$ cat config.mk
export PLATFORM = sky130hd
export DESIGN_NAME = apb_arb_master
export DESIGN_NICKNAME = d
export VERILOG_FILES = /design/src/rtl/apb_arb_master.sv
export SDC_FILE = /design/constraint.sdc
export NUM_CORES = 1
export LEC_CHECK = 0
export ABC_AREA = 1
export CELL_PAD_IN_SITES_DETAIL_PLACEMENT = 1
export CELL_PAD_IN_SITES_GLOBAL_PLACEMENT = 1
export CORE_ASPECT_RATIO = 0.75
export CORE_MARGIN = 1
export CORE_UTILIZATION = 24
export CTS_CLUSTER_SIZE = 25
export DETAILED_ROUTE_END_ITERATION = 12
export HOLD_SLACK_MARGIN = 0.06
export PLACE_DENSITY_LB_ADDON = 0.08
export SLEW_MARGIN = 0
export SYNTH_ARGS = -nofsm -noshare
export SYNTH_HDL_FRONTEND = slang
export SYNTH_SLANG_ARGS = --single-unit
$ cat constraint.sdc
create_clock -name PCLK -period 8.3 [get_ports PCLK]
set_input_delay 1.66 -clock PCLK [delete_from_list [all_inputs] [get_ports PCLK]]
set_output_delay 1.66 -clock PCLK [all_outputs]
set_load 0.02 [all_outputs]
$ cat src/rtl/apb_arb_master.sv
// Two-requester APB master with round-robin arbitration and a PREADY wait timeout.
// Every APB and response output comes straight from a flop.
module apb_arb_master #(
  parameter int ADDR_W  = 32,
  parameter int DATA_W  = 32,
  parameter int TIMEOUT = 16
) (
  input  logic                PCLK,
  input  logic                PRESET,
  input  logic [1:0]          req_valid,
  input  logic [2*ADDR_W-1:0] req_addr,
  input  logic [1:0]          req_write,
  input  logic [2*DATA_W-1:0] req_wdata,
  output logic [1:0]          req_ready,
  output logic [1:0]          rsp_valid,
  output logic [DATA_W-1:0]   rsp_rdata,
  output logic                rsp_err,
  output logic [ADDR_W-1:0]   PADDR,
  output logic [DATA_W-1:0]   PWDATA,
  output logic                PWRITE,
  output logic                PSEL,
  output logic                PENABLE,
  input  logic [DATA_W-1:0]   PRDATA,
  input  logic                PREADY
);

  typedef enum logic [1:0] {IDLE, SETUP, ACCESS} state_t;

  // Abort fires on the ACCESS cycle whose count would reach TIMEOUT.
  localparam logic [7:0] WAIT_LAST = 8'(TIMEOUT - 1);

  state_t            state_q, state_d;
  logic              grant_q, grant_d;
  logic              last_grant_q, last_grant_d;
  logic [7:0]        wait_cnt_q, wait_cnt_d;
  logic [ADDR_W-1:0] paddr_q, paddr_d;
  logic [DATA_W-1:0] pwdata_q, pwdata_d;
  logic              pwrite_q, pwrite_d;
  logic              psel_q, psel_d;
  logic              penable_q, penable_d;
  logic [1:0]        req_ready_q, req_ready_d;
  logic [1:0]        rsp_valid_q, rsp_valid_d;
  logic [DATA_W-1:0] rsp_rdata_q, rsp_rdata_d;
  logic              rsp_err_q, rsp_err_d;
  logic              pick;

  always_comb begin
    state_d      = state_q;
    grant_d      = grant_q;
    last_grant_d = last_grant_q;
    wait_cnt_d   = wait_cnt_q;
    paddr_d      = paddr_q;
    pwdata_d     = pwdata_q;
    pwrite_d     = pwrite_q;
    psel_d       = psel_q;
    penable_d    = penable_q;
    req_ready_d  = 2'b00;
    rsp_valid_d  = 2'b00;
    rsp_rdata_d  = '0;
    rsp_err_d    = 1'b0;

    // On a tie the requester that did not finish last wins.
    if (req_valid == 2'b11) pick = ~last_grant_q;
    else                    pick = req_valid[1];

    case (state_q)
      IDLE: begin
        if (|req_valid) begin
          state_d     = SETUP;
          grant_d     = pick;
          wait_cnt_d  = '0;
          psel_d      = 1'b1;
          penable_d   = 1'b0;
          req_ready_d = pick ? 2'b10 : 2'b01;
          paddr_d     = pick ? req_addr[ADDR_W +: ADDR_W]  : req_addr[0 +: ADDR_W];
          pwdata_d    = pick ? req_wdata[DATA_W +: DATA_W] : req_wdata[0 +: DATA_W];
          pwrite_d    = pick ? req_write[1] : req_write[0];
        end
      end
      SETUP: begin
        state_d   = ACCESS;
        penable_d = 1'b1;
      end
      ACCESS: begin
        if (PREADY || (wait_cnt_q == WAIT_LAST)) begin
          state_d      = IDLE;
          psel_d       = 1'b0;
          penable_d    = 1'b0;
          last_grant_d = grant_q;
          rsp_valid_d  = grant_q ? 2'b10 : 2'b01;
          rsp_err_d    = ~PREADY;
          rsp_rdata_d  = (PREADY && !pwrite_q) ? PRDATA : '0;
        end else begin
          wait_cnt_d = wait_cnt_q + 8'd1;
        end
      end
      default: state_d = IDLE;
    endcase
  end

  always_ff @(posedge PCLK or posedge PRESET) begin
    if (PRESET) begin
      state_q      <= IDLE;
      grant_q      <= 1'b0;
      last_grant_q <= 1'b1;
      wait_cnt_q   <= '0;
      paddr_q      <= '0;
      pwdata_q     <= '0;
      pwrite_q     <= 1'b0;
      psel_q       <= 1'b0;
      penable_q    <= 1'b0;
      req_ready_q  <= 2'b00;
      rsp_valid_q  <= 2'b00;
      rsp_rdata_q  <= '0;
      rsp_err_q    <= 1'b0;
    end else begin
      state_q      <= state_d;
      grant_q      <= grant_d;
      last_grant_q <= last_grant_d;
      wait_cnt_q   <= wait_cnt_d;
      paddr_q      <= paddr_d;
      pwdata_q     <= pwdata_d;
      pwrite_q     <= pwrite_d;
      psel_q       <= psel_d;
      penable_q    <= penable_d;
      req_ready_q  <= req_ready_d;
      rsp_valid_q  <= rsp_valid_d;
      rsp_rdata_q  <= rsp_rdata_d;
      rsp_err_q    <= rsp_err_d;
    end
  end

  assign req_ready = req_ready_q;
  assign rsp_valid = rsp_valid_q;
  assign rsp_rdata = rsp_rdata_q;
  assign rsp_err   = rsp_err_q;
  assign PADDR     = paddr_q;
  assign PWDATA    = pwdata_q;
  assign PWRITE    = pwrite_q;
  assign PSEL      = psel_q;
  assign PENABLE   = penable_q;

endmodule

# After elaboration in Yosys (flattened, before gate mapping)
# Cells that the tools add are included.
totals:
  input_bits: 167
  register_bits: 116
  out_inout_bits: 104
  elab_cells: 62
op_classes:
  reduce_logical: 13
  n_bitwise: 2
  muxes: 26
  n_eq_ne: 7
  addsub: 1
ops:
  columns: ["cell", "n"]
  rows:
  - ["two-way mux 32 bit", 5]
  - ["two-way mux 2 bit", 8]
  - ["two-way mux 8 bit", 2]
  - ["one-hot mux 8 bit (2 select lines)", 1]
  - ["AND reduction 3 bit", 3]
  - ["adder 8 x 1 -> 8 bit (second input constant)", 1]
  - ["== test 8 x 4 -> 1 bit (second input constant)", 1]
  - ["two-way mux 1 bit", 7]
  - ["inequality test 2 bit (second input constant)", 3]
  - ["one-hot mux 2 bit (3 select lines)", 1]
  - ["AND reduction 2 bit", 3]
  - ["== test 2 bit (second input constant)", 2]
  - ["one-hot mux 1 bit (3 select lines)", 1]
  - ["nonzero test 3 bit", 1]
  - ["== test 2 x 1 -> 1 bit (second input constant)", 1]
  - ["zero test 2 bit", 1]
  - ["NOT 1 bit", 2]
  - ["one-hot mux 1 bit (2 select lines)", 1]
  - ["nonzero test 2 bit", 1]
  - ["OR reduction 2 bit", 1]
  - ["logical AND 1 bit", 1]
  - ["zero test 1 bit", 1]
  - ["logical OR 1 bit", 1]

# Depth between registers and ports, before layout
# Gate-level depths: netlist of the first run.
logic_depth:
  word_depth: 5
  depth_mapped: 9
  mapped_depth_nobuf: 9

# Least setup slack after synthesis of the first run
# OpenSTA, ideal clock, no wires.
synth_path:
  path_kind: "input to register"
  from: "input port req_valid[1]"
  to: "register pwdata_q[21] (netlist: PWDATA[21])"
  arrival_ns: 2.310
  required_ns: 8.179
  path_buffers: 2
  path_slack_ns: 5.868
  cell_stages: 6
  path_cell_list: "o21ai_4 -> inv_2 -> buf_6 -> buf_4 -> o21ai_0 -> o21ai_1"
synth_between:
  elab_chain_len: 3
  word_cells_on_any_way: 5
  cone_classes: "eq/ne: 1; mux: 2; reduce/logical: 2"
synth_rtl:
  columns: ["item", "line", "source"]
  rows:
  - ["from (decl)", "10", "input logic [1:0] req_valid,"]
  - ["== test 2 bit", "63", "if (req_valid == 2'b11) pick = ~last_grant_q;"]
  - ["two-way mux 1 bit", "63", null]
  - ["two-way mux 32 bit", "76", "pwdata_d = pick ? req_wdata[DATA_W +: DATA_W] : req_wdata[0 +: DATA_W];"]
  - ["to (signal assigned)", "122", "pwdata_q <= pwdata_d;"]
  - ["to (decl)", "37", "logic [DATA_W-1:0] pwdata_q, pwdata_d;"]
# Parallel ways exist; a longest one is shown, timed or not.
# A chain may end at the register's enable or synchronous reset.

# Final worst setup path of the first run
layout_path:
  from: "input port req_valid[1]"
  to: "register pwrite_q (netlist: PWRITE)"
layout_between:
  elab_chain_len: 3
  word_cells_on_any_way: 5
  cone_classes: "eq/ne: 1; mux: 2; reduce/logical: 2"
layout_rtl:
  columns: ["item", "line", "source"]
  rows:
  - ["== test 2 bit", "63", null]
  - ["two-way mux 1 bit", "63", null]
  - ["two-way mux 1 bit", "77", "pwrite_d = pick ? req_write[1] : req_write[0];"]
  - ["to (signal assigned)", "123", "pwrite_q <= pwrite_d;"]
  - ["to (decl)", "38", "logic pwrite_q, pwrite_d;"]
# Parallel ways exist; a longest one is shown, timed or not.

==> results by group, run 1 <==
Outcome
  – Outcome: finished clean

Timing
  – Fin Hold WS: 475 ps
  – Max frequency: 0.260 GHz
  – Worst rel slew slack: 27.7%
  – Final number of setup-violating endpoints: 0
  – Slew at the pin with the worst max-slew slack: about 1100 ps
  – RSZ-0062 raised after global routing: no
  – Final-layout setup total negative slack: 0 ps
  – Final-report hold violation count: 0
  – Final Max Slew Viols: 0
  – Post-Route Skew: 9.63 ps
  – Share of the cycle needed by the critical path after routing: between 40% and 50%
  – Period minus WS final: 3850 ps

Worst setup path
  – Critical path's top delay family: buffers and inverters
  – Worst path buffer plus inverter count: 4
  – Maximum fanout along the worst path: 79
  – Longest individual stage delay on the worst path: 690 ps
  – Path type of the worst setup path: in -> reg
  – Data arrival time of the critical path: just over 4000 ps
  – Slowest stage cell, crit path: sky130_fd_sc_hd__buf_4
  – Worst Path Required: between 8000 and 9000 ps
  – Chain of cells forming the critical path: clkdlybuf4s50_1, o21ai_4, buf_4, inv_2, nand2_1, inv_2, nand2_1, o211ai_1
  – Critical path capture point type: flip-flop
  – Launch point of the critical path: req_valid[1]
  – Launch point of the worst reg-to-reg path: state_q[1]
  – Sort of element at the start of the critical path: input pin

Clocking
  – Clock tree sinks: between 100 and 150
  – Post-CTS Hold Buffers: 0
  – Clock-pin transition on the worst setup and hold timing paths: 60 ps
  – Clock root cell: sky130_fd_sc_hd__clkbuf_16
  – Setup bufs post-CTS: 0
  – Clock Path Buffers: 2
  – CTS HTree Levels: 4
  – TritonCTS clock tree: built
  – Number of buffers added by the clock tree synthesis step: 17
  – Total of cells resized after clock tree synthesis: 0
  – Clk_lat worst skew: 420 ps

Synth
  – Cell count after synthesis: 576
  – Post-synthesis simple-gate area fraction: 23.2%
  – Number of flip-flops and latches in the synthesized netlist: 116
  – Share of the synthesized area in compound gates (AO/OA/AOI/OAI): 12.3%
  – Largest area contributor in the synthesized netlist: sky130_fd_sc_hd__dfrtp_1
  – Synth Area in Adders: 0.255%
  – Mux contribution to synthesized area: 0%
  – YS warnings: 0
  – Total nets after synthesis: roughly 740
  – Unique cell type count in the Yosys netlist: 23
  – Combinational family with the most area after synthesis: simple AND/OR/NAND/NOR gates
  – Average footprint of a synthesized cell: 8.53 sq um
  – XOR/XNOR Fraction of Synth Area: 0%
  – Sequential share of the synthesized area: 59.1%
  – Syn Std Cell Area: 4910 sq um
  – Area share of the largest cell type after synthesis: 58.6%
  – Biggest area contributors in the synthesized netlist: sky130_fd_sc_hd__dfrtp_1 59%, sky130_fd_sc_hd__nand2_1 12%, sky130_fd_sc_hd__nor2_1 7.7%

Power and ir drop
  – Leakage power of the design: 3.59 nW
  – Max rail drop VDD: 0.000135 V
  – Power density cells: 342 nW/um^2

Route
  – Average routed wire per standard cell: ~17 microns
  – Drt first pass iters: 4
  – Via-per-instance ratio: 4.45
  – Antenna-violating nets left: 0
  – Violation count after the first detailed-routing iteration: about 180
  – Final WL: 18900 microns
  – Final routed DRC violation total: 0
  – Number of vias in the routed layout: 4896

Layout
  – Leading cell type in the layout, fill and taps excluded: sky130_fd_sc_hd__clkdlybuf4s50_1
  – Leading cell types in the layout, fill and taps excluded: 270 x sky130_fd_sc_hd__clkdlybuf4s50_1, 160 x sky130_fd_sc_hd__nand2_1, 115 x sky130_fd_sc_hd__dfrtp_1
  – Final nets: 1003
  – Fraction of final layout cells sized beyond drive strength 1: 5.19%
  – Layout overhead on the synthesized area: 70.3%
  – Total of fill cells in the finished design: 2282
  – Final antenna diode count: 0

GRT
  – GRT Resource Usage Total: 18.9%
  – Congestion Overflow GR: 0
  – Largest net degree at the start of global routing: 80
  – Vias in the first global route: approximately 5500
  – Wire length of the first global-routing pass: 30400 microns
  – Antenna violations before repair: 0

Floorplanning
  – Io pins: 271
  – Chip Height: 126 microns
  – Core area: slightly below 20000 sq um
  – Die X-Extent: 167 microns
  – Initial cell density of the core: 24.9%
  – Site Rows: between 40 and 50
  – Total Die Area: 21000 sq um

Placed design
  – Number of buffer cells added on primary ports: 270
  – Placer Congestion: between 0.7 and 0.8
  – Sum of net half-perimeters after detailed placement: ~13000 microns

Min path
  – Hold WC Path Type: reg -> reg
  – Hold path startpoint: grant_q

Flow run
  – Max_cap viols: 0
## registers in the layout (all words and copies together) (netlist names)
name and count:
PADDR 32, PWDATA 32, rsp_rdata 32, wait_cnt_q 8, req_ready 2, rsp_valid 2
state_q 2, PENABLE 1, PSEL 1, PWRITE 1, grant_q 1, last_grant_q 1
rsp_err 1
## path summary, 6_finish.rpt
path / slack, ps / depth (start not counted) / end
max in group asynchronous: 5230 / 3 / wait_cnt_q[7]
worst max register to register: 5790 / 8 / PWRITE
min in group asynchronous: 1700 / 2 / PWDATA[23]
worst max-delay path: 4450 / 8 / PWRITE
worst min register to register: 480 / 1 / rsp_valid[0]
worst min-delay path: 480 / 1 / rsp_valid[0]
## where the power goes
part / switching [W] / internal [W] / total [W]
logic: 0.000713 / 0.000521 / 0.00123
registers: 0.000116 / 0.000768 / 0.000884
clock network: 0.000272 / 0.000469 / 0.000742
total: 0.00110 / 0.00176 / 0.00286
## per-stage QoR
step           utilization [%]  instances  area, sq um  worst slack (ps)  power (W)
2_1_floorplan                -        576         4910              3570    0.00154
3_3_place_gp              39.4       1069         7770              3910    0.00212
3_5_place_dp              39.4       1069         7770              3900    0.00215
4_1_cts                   42.4       1100         8360              4340    0.00292
5_1_grt                   42.4       1100         8360              4190    0.00306
6_report                  42.4       1100         8360              4450    0.00286
## layout make-up
type | instances | area (sq um) | area share, %
clock buffer | 18 | 429 | 5.13
multi-input combinational | 410 | 1760 | 21.0
inverter | 16 | 62.6 | 0.748
sequential | 116 | 2900 | 34.7
clock inverter | 13 | 161 | 1.93
timing repair buffer | 274 | 2730 | 32.7
tap | 253 | 317 | 3.78
## cell families after synthesis
kind of cell	after synthesis
adders and majority gates	1
and+or+nand+nor	292
DFF	116
AOI/OAI and AO/OA	117
buffers and inverters	50
## per-layer routing
metal	vias up	part of all wire, %	track usage [%]
met4	0	1.8	4.80
met1	2368	40	21.3
met2	132	50	32.8
met3	21	8.0	8.23
li1	2375	-	-
met5	-	0	0
## synth_stat cells (all sizes together)
| library cell | count |
|---|---|
| clkbuf | 8 |
| buf | 26 |
| ha | 1 |
| o211ai | 1 |
| inv | 15 |
| nand2 | 162 |
| clkinv | 1 |
| nand4 | 1 |
| o21bai | 2 |
| nor2 | 103 |
| a21oi | 1 |
| dfstp | 1 |
| o21ai | 113 |
| nand3 | 24 |
| nor3 | 2 |
| dfrtp | 115 |
No activity file was read; power rests on OpenSTA's default activity.
==> inputs of run 2 (changes only) <==
Clock period 8.3 ns to 3.65 ns, I/O delays scaled along.
==> results by group, run 2 (synthesis gave the netlist of run 1 again) <==
Worst setup path
  – Critical path capture point type: flip-flop
  – Slowest stage cell, crit path: sky130_fd_sc_hd__o21ai_4
  – R2r worst-path depth: 8 (unchanged)
  – Maximum fanout along the worst path: 56 (-29%)
  – Worst Path Required: 3910 ps (-4650 ps)
  – Critical path's top delay family: buffers and inverters
  – Longest individual stage delay on the worst path: 570 ps (-120 ps)
  – Worst path buffer plus inverter count: 3 (-1)
  – Launch point of the critical path: req_valid[1]
  – Data arrival time of the critical path: 2810 ps (-1300 ps)
  – Path type of the worst setup path: in -> reg
  – Sort of element at the start of the critical path: input pin
  – Reg-to-Reg End: wait_cnt_q[6]
  – Chain of cells forming the critical path: clkdlybuf4s50_1, o21ai_4, inv_2, nand2_1, inv_2, nand2_1, o211ai_1
  – Setup slack of the most critical reg-to-reg path: 1340 ps (-4450 ps)
  – Launch point of the worst reg-to-reg path: wait_cnt_q[0]

Timing
  – Final number of setup-violating endpoints: 0 (unchanged)
  – Final-report hold violation count: 0 (unchanged)
  – Max frequency: 0.392 GHz
  – Worst rel slew slack: 43.5% (+16 points)
  – Fin Hold WS: 462 ps (-13.5 ps)
  – Final Max Slew Viols: 0 (unchanged)
  – RSZ-0062 raised after global routing: no
  – Share of the cycle needed by the critical path after routing: 70.0%
  – Post-Route Skew: 7.36 ps (-2.27 ps)
  – Final-layout setup total negative slack: 0 ps (unchanged)
  – Slew at the pin with the worst max-slew slack: 847 ps (-236 ps)
  – Period minus WS final: between 2000 and 3000 ps

Layout
  – Leading cell type in the layout, fill and taps excluded: sky130_fd_sc_hd__clkdlybuf4s50_1
  – Core utilization of the finished layout: 42.7% (+0.29 points)
  – Final antenna diode count: 0 (unchanged)
  – Final nets: 1005 (+0.20%)
  – Leading cell types in the layout, fill and taps excluded: 270 x sky130_fd_sc_hd__clkdlybuf4s50_1, 160 x sky130_fd_sc_hd__nand2_1, 115 x sky130_fd_sc_hd__dfrtp_1
  – Number of cells in the finished layout apart from fillers: 1103 (+0.27%)
  – Layout overhead on the synthesized area: 71.5%
  – Fraction of final layout cells sized beyond drive strength 1: 5.65% (+0.45 points)
  – Total of fill cells in the finished design: 2251 (-1.4%)

Placed design
  – Number of buffer cells added on primary ports: 270 (unchanged)
  – Sum of net half-perimeters after detailed placement: 13300 microns (-0.96%)
  – Placer Congestion: 0.778 (+4.0%)
  – Placed insts: 1071 (+0.19%)

Clocking
  – Clock root cell: sky130_fd_sc_hd__clkbuf_16
  – Clk_lat worst skew: 410 ps (about the same)
  – Clock-pin transition on the worst setup and hold timing paths: 60 ps (about the same)
  – TritonCTS clock tree: built
  – Number of buffers added by the clock tree synthesis step: 17 (unchanged)
  – Clock Path Buffers: 2 (unchanged)
  – Post-CTS Hold Buffers: 0 (unchanged)
  – Clock tree sinks: 116 (unchanged)
  – Total of cells resized after clock tree synthesis: 0 (unchanged)
  – Setup bufs post-CTS: 0 (unchanged)
  – CTS HTree Levels: 4 (unchanged)

Route
  – Final WL: 18300 microns (-2.8%)
  – Violation count after the first detailed-routing iteration: 169 (-5.6%)
  – Drt first pass iters: 4 (unchanged)
  – Final routed DRC violation total: 0 (unchanged)
  – Number of vias in the routed layout: 4889 (-0.14%)
  – Via-per-instance ratio: 4.43 (-0.41%)
  – Average routed wire per standard cell: 16.6 microns (-3.1%)
  – Antenna-violating nets left: 0 (unchanged)

GRT
  – GRT Resource Usage Total: 18.3% (-0.67 points)
  – Wire length of the first global-routing pass: 29600 microns (-2.9%)
  – Antenna violations before repair: 1 (+1)
  – Congestion Overflow GR: 0 (unchanged)
  – Largest net degree at the start of global routing: 117 (+46%)
  – Vias in the first global route: 5340 (-3.0%)

Floorplanning
  – Total Die Area: 21000 sq um (unchanged)
  – Site Rows: 44 (unchanged)
  – Die X-Extent: 167 microns (unchanged)
  – Initial cell density of the core: 24.9% (unchanged)
  – Core area: 19700 sq um (unchanged)
  – Chip Height: 126 microns (unchanged)
  – Io pins: 271 (unchanged)

Power and ir drop
  – Leakage power of the design: 3.62 nW (+0.78%)
  – Overall power consumption: 0.00655 W (+130%)
  – Power density cells: 777 nW/um^2 (+130%)
  – Max rail drop VDD: 0.000323 V (+140%)

Min path
  – Hold WC Path Type: reg -> reg
  – Cell depth of the worst hold path: 1 (unchanged)
  – Hold path startpoint: grant_q
  – Min-Delay Endpoint: rsp_valid[0]

Flow run
  – Max_cap viols: 0 (unchanged)

Outcome
  – Outcome: finished clean
==> run 2: cell count changes in the layout (fill, tap and decap cells not counted), sizes merged <==
| cell | delta |
|---|---|
| buf | +2 |
| inv | +6 |
| clkinv | -3 |
| clkinvlp | -1 |
| clkbuf | -1 |
==> run 2: through the flow <==
step	instance area, sq um	setup WS (ps)
floorplan	4910	1510
global placement	7800	606
detailed placement	7800	597
CTS	8420	1030
global route	8420	826
finish	8420	1100
==> run 2: area by class of cell <==
| cell class | instances | area [sq um] | share of cell area (%) |
|---|---|---|---|
| Clock buffer | 17 | 425 | 5.05 |
| Clock inverter | 15 | 193 | 2.29 |
| Inverter | 16 | 63.8 | 0.758 |
| Multi-Input combinational cell | 410 | 1760 | 20.9 |
| Sequential cell | 116 | 2900 | 34.5 |
| Tap cell | 253 | 317 | 3.76 |
| Timing Repair Buffer | 276 | 2760 | 32.8 |
==> run 2: worst max-delay path by stage <==
stage | to | depth (start not counted)
after floorplan | PADDR[0] | 1
after global placement | PWRITE | 7
after detailed placement | PWRITE | 7
after CTS | PWRITE | 7
after global routing | PWRITE | 7
final | PWRITE | 7
==> run 2: report_power, final <==
group / internal (W) / switching, W / total, W
combinational: 0.00119 / 0.00160 / 0.00280
sequential: 0.00175 / 0.000257 / 0.00200
clock: 0.00109 / 0.000655 / 0.00175
total: 0.00403 / 0.00251 / 0.00655
==> run 2: layer usage <==
| layer | GRT usage, % | up-vias | wire length, microns |
|---|---|---|---|
| met2 | 31.4 | 137 | 9120 |
| met1 | 20.9 | 2367 | 7580 |
| met4 | 5.23 | 0 | 259 |
| li1 | - | 2367 | - |
| met3 | 7.42 | 18 | 1390 |
| met5 | 0 | - | 0 |
==> inputs of run 3 (changes only) <==
Clock period 3.65 ns to 2.38 ns, I/O delays scaled along.
==> results by group, run 3 (synthesis gave the netlist of run 1 again) <==
Layout
  – Cell area after layout: 8520 sq um (+1.2%)
  – Layout overhead on the synthesized area: 73.5%
  – Leading cell type in the layout, fill and taps excluded: sky130_fd_sc_hd__clkdlybuf4s50_1
  – Final antenna diode count: 0 (unchanged)
  – Leading cell types in the layout, fill and taps excluded: 270 x sky130_fd_sc_hd__clkdlybuf4s50_1, 160 x sky130_fd_sc_hd__nand2_1, 115 x sky130_fd_sc_hd__dfrtp_1
  – Final nets: 1016 (+1.1%)
  – Fraction of final layout cells sized beyond drive strength 1: 6.85% (+1.2 points)

Clocking
  – Clock root cell: sky130_fd_sc_hd__clkbuf_16
  – TritonCTS clock tree: built
  – Setup bufs post-CTS: 0 (unchanged)
  – Clock tree sinks: 116 (unchanged)
  – Clk_lat worst skew: 410 ps (about the same)
  – Clock Path Buffers: 2 (unchanged)
  – Total of cells resized after clock tree synthesis: 0 (unchanged)
  – Clock-pin transition on the worst setup and hold timing paths: 60 ps (about the same)
  – Number of buffers added by the clock tree synthesis step: 17 (unchanged)
  – Post-CTS Hold Buffers: 0 (unchanged)
  – CTS HTree Levels: 4 (unchanged)

Route
  – Drt first pass iters: 4 (unchanged)
  – Average routed wire per standard cell: 16.7 microns (+0.63%)
  – Violation count after the first detailed-routing iteration: 180 (+6.5%)
  – Via-per-instance ratio: 4.45 (+0.37%)
  – Number of vias in the routed layout: 4956 (+1.4%)
  – Final WL: 18600 microns (+1.6%)
  – Final routed DRC violation total: 0 (unchanged)
  – Antenna-violating nets left: 0 (unchanged)

Outcome
  – Outcome: finished clean

Timing
  – Final Max Slew Viols: 0 (unchanged)
  – RSZ-0062 raised after global routing: no
  – Post-Route Skew: 8.04 ps (+0.680 ps)
  – Worst rel slew slack: 61.1% (+18 points)
  – Final number of setup-violating endpoints: 0 (unchanged)
  – Period minus WS final: 1910 ps
  – Final-layout setup total negative slack: 0 ps (unchanged)
  – Share of the cycle needed by the critical path after routing: 80.2%
  – Max frequency: 0.524 GHz
  – Slew at the pin with the worst max-slew slack: 584 ps (-263 ps)
  – Final-report hold violation count: 0 (unchanged)

Power and ir drop
  – Overall power consumption: 0.0100 W (+54%)
  – Part of the total power dissipated in combinational logic: 44.2% (+1.5 points)
  – Reg power frac: 30.6% (about the same)
  – Max rail drop VDD: 0.000540 V (+67%)
  – Switching power as a share of total power: 38.7% (+0.31 points)
  – Internal power consumption: 0.00616 W (+53%)
  – Leakage power of the design: 3.67 nW (+1.4%)
  – Power density cells: 1180 nW/um^2 (+52%)
  – Portion of total power attributed to the clock network: 25.3% (-1.4 points)
  – Sw Pwr: 0.00389 W (+55%)

GRT
  – GR Layer Usage met2: 31.0% (-0.42 points)
  – Wire length of the first global-routing pass: 29800 microns (+0.72%)
  – GRT Resource Usage Total: 18.4% (+0.10 points)
  – Layer carrying the most global-route usage: met2
  – Grt met1 use: 21.6% (+0.68 points)
  – Antenna violations before repair: 0 (-1)
  – Congestion Overflow GR: 0 (unchanged)
  – Largest net degree at the start of global routing: 54 (-54%)
  – Vias in the first global route: 5439 (+1.9%)
  – M3 GR Usage: 6.57% (-0.85 points)

Floorplanning
  – Die X-Extent: 167 microns (unchanged)
  – Io pins: 271 (unchanged)
  – Chip Height: 126 microns (unchanged)
  – Initial cell density of the core: 24.9% (unchanged)
  – Site Rows: 44 (unchanged)
  – Core area: 19700 sq um (unchanged)
  – Total Die Area: 21000 sq um (unchanged)

Worst setup path
  – Maximum fanout along the worst path: 2 (-96%)
  – R2r worst-path depth: 8 (unchanged)
  – Longest individual stage delay on the worst path: 620 ps (+50 ps)
  – Slowest stage cell, crit path: sky130_fd_sc_hd__clkdlybuf4s50_1
  – Reg-to-Reg End: wait_cnt_q[7]
  – Worst path buffer plus inverter count: 1 (-2)
  – Setup slack of the most critical reg-to-reg path: 790 ps (-550 ps)
  – Critical path's top delay family: buffers and inverters
  – Critical path capture point type: output port
  – Chain of cells forming the critical path: clkdlybuf4s50_1
  – Sort of element at the start of the critical path: flip-flop
  – Path type of the worst setup path: reg -> out
  – Data arrival time of the critical path: 1430 ps (-1380 ps)
  – Launch point of the worst reg-to-reg path: wait_cnt_q[0]
  – Worst Path Required: 1900 ps (-2010 ps)

Min path
  – Hold WC Path Type: in -> async

Flow run
  – Max_cap viols: 0 (unchanged)

Placed design
  – Number of buffer cells added on primary ports: 270 (unchanged)
  – Placer Congestion: 0.794 (+2.1%)
  – Cell Area, Placed: 7940 sq um (+1.7%)
  – Sum of net half-perimeters after detailed placement: 14000 microns (+5.1%)
==> run 3: layer usage <==
layer / share of wire (%) / wire length (microns) / up-vias
li1: - / - / 2393
met1: 41 / 7720 / 2406
met2: 50 / 9270 / 135
met3: 6.9 / 1280 / 22
met4: 2.0 / 376 / 0
met5: 0 / 0 / -
==> run 3: area by class of cell <==
cell class,count,area (sq um)
clock buffers,17,425
multi-input cells,410,1760
well taps,253,317
repair buffers,287,2890
inverters,16,63.8
clock inverters,15,158
flip-flops and latches,116,2900
fillers,2282,11200
==> run 3: worst max path at each step <==
stage	from	to	slack (ps)	cells after the start
2_1_floorplan	PRESET	PADDR[0]	490	1
3_3_place_gp	req_valid[1]	PWDATA[5]	340	6
3_5_place_dp	req_valid[1]	PWDATA[26]	290	6
4_1_cts	PWDATA[22]	PWDATA[22]	440	1
5_1_grt	PWDATA[23]	PWDATA[23]	420	1
6_report	PENABLE	PENABLE	470	1
==> run 3: power groups by stage <==
stage / sequential [W] / combinational (W) / clock (W)
6_report: 0.00307 / 0.00444 / 0.00254
5_1_grt: 0.00317 / 0.00487 / 0.00269
4_1_cts: 0.00308 / 0.00454 / 0.00261
3_5_place_dp: 0.00310 / 0.00453 / 0
3_3_place_gp: 0.00308 / 0.00444 / 0
2_1_floorplan: 0.00383 / 0.00153 / 0
==> run 3: stage by stage <==
| stage | util [%] | cells | setup WS, ps | hold WS, ps |
|---|---|---|---|---|
| 6_report | 43.2 | 1114 | 471 | 468 |
| 4_1_cts | 43.2 | 1114 | 440 | 468 |
| 5_1_grt | 43.2 | 1114 | 421 | 492 |
| 2_1_floorplan | - | 576 | 491 | 425 |
| 3_3_place_gp | 40.3 | 1082 | 337 | 456 |
| 3_5_place_dp | 40.3 | 1082 | 287 | 470 |
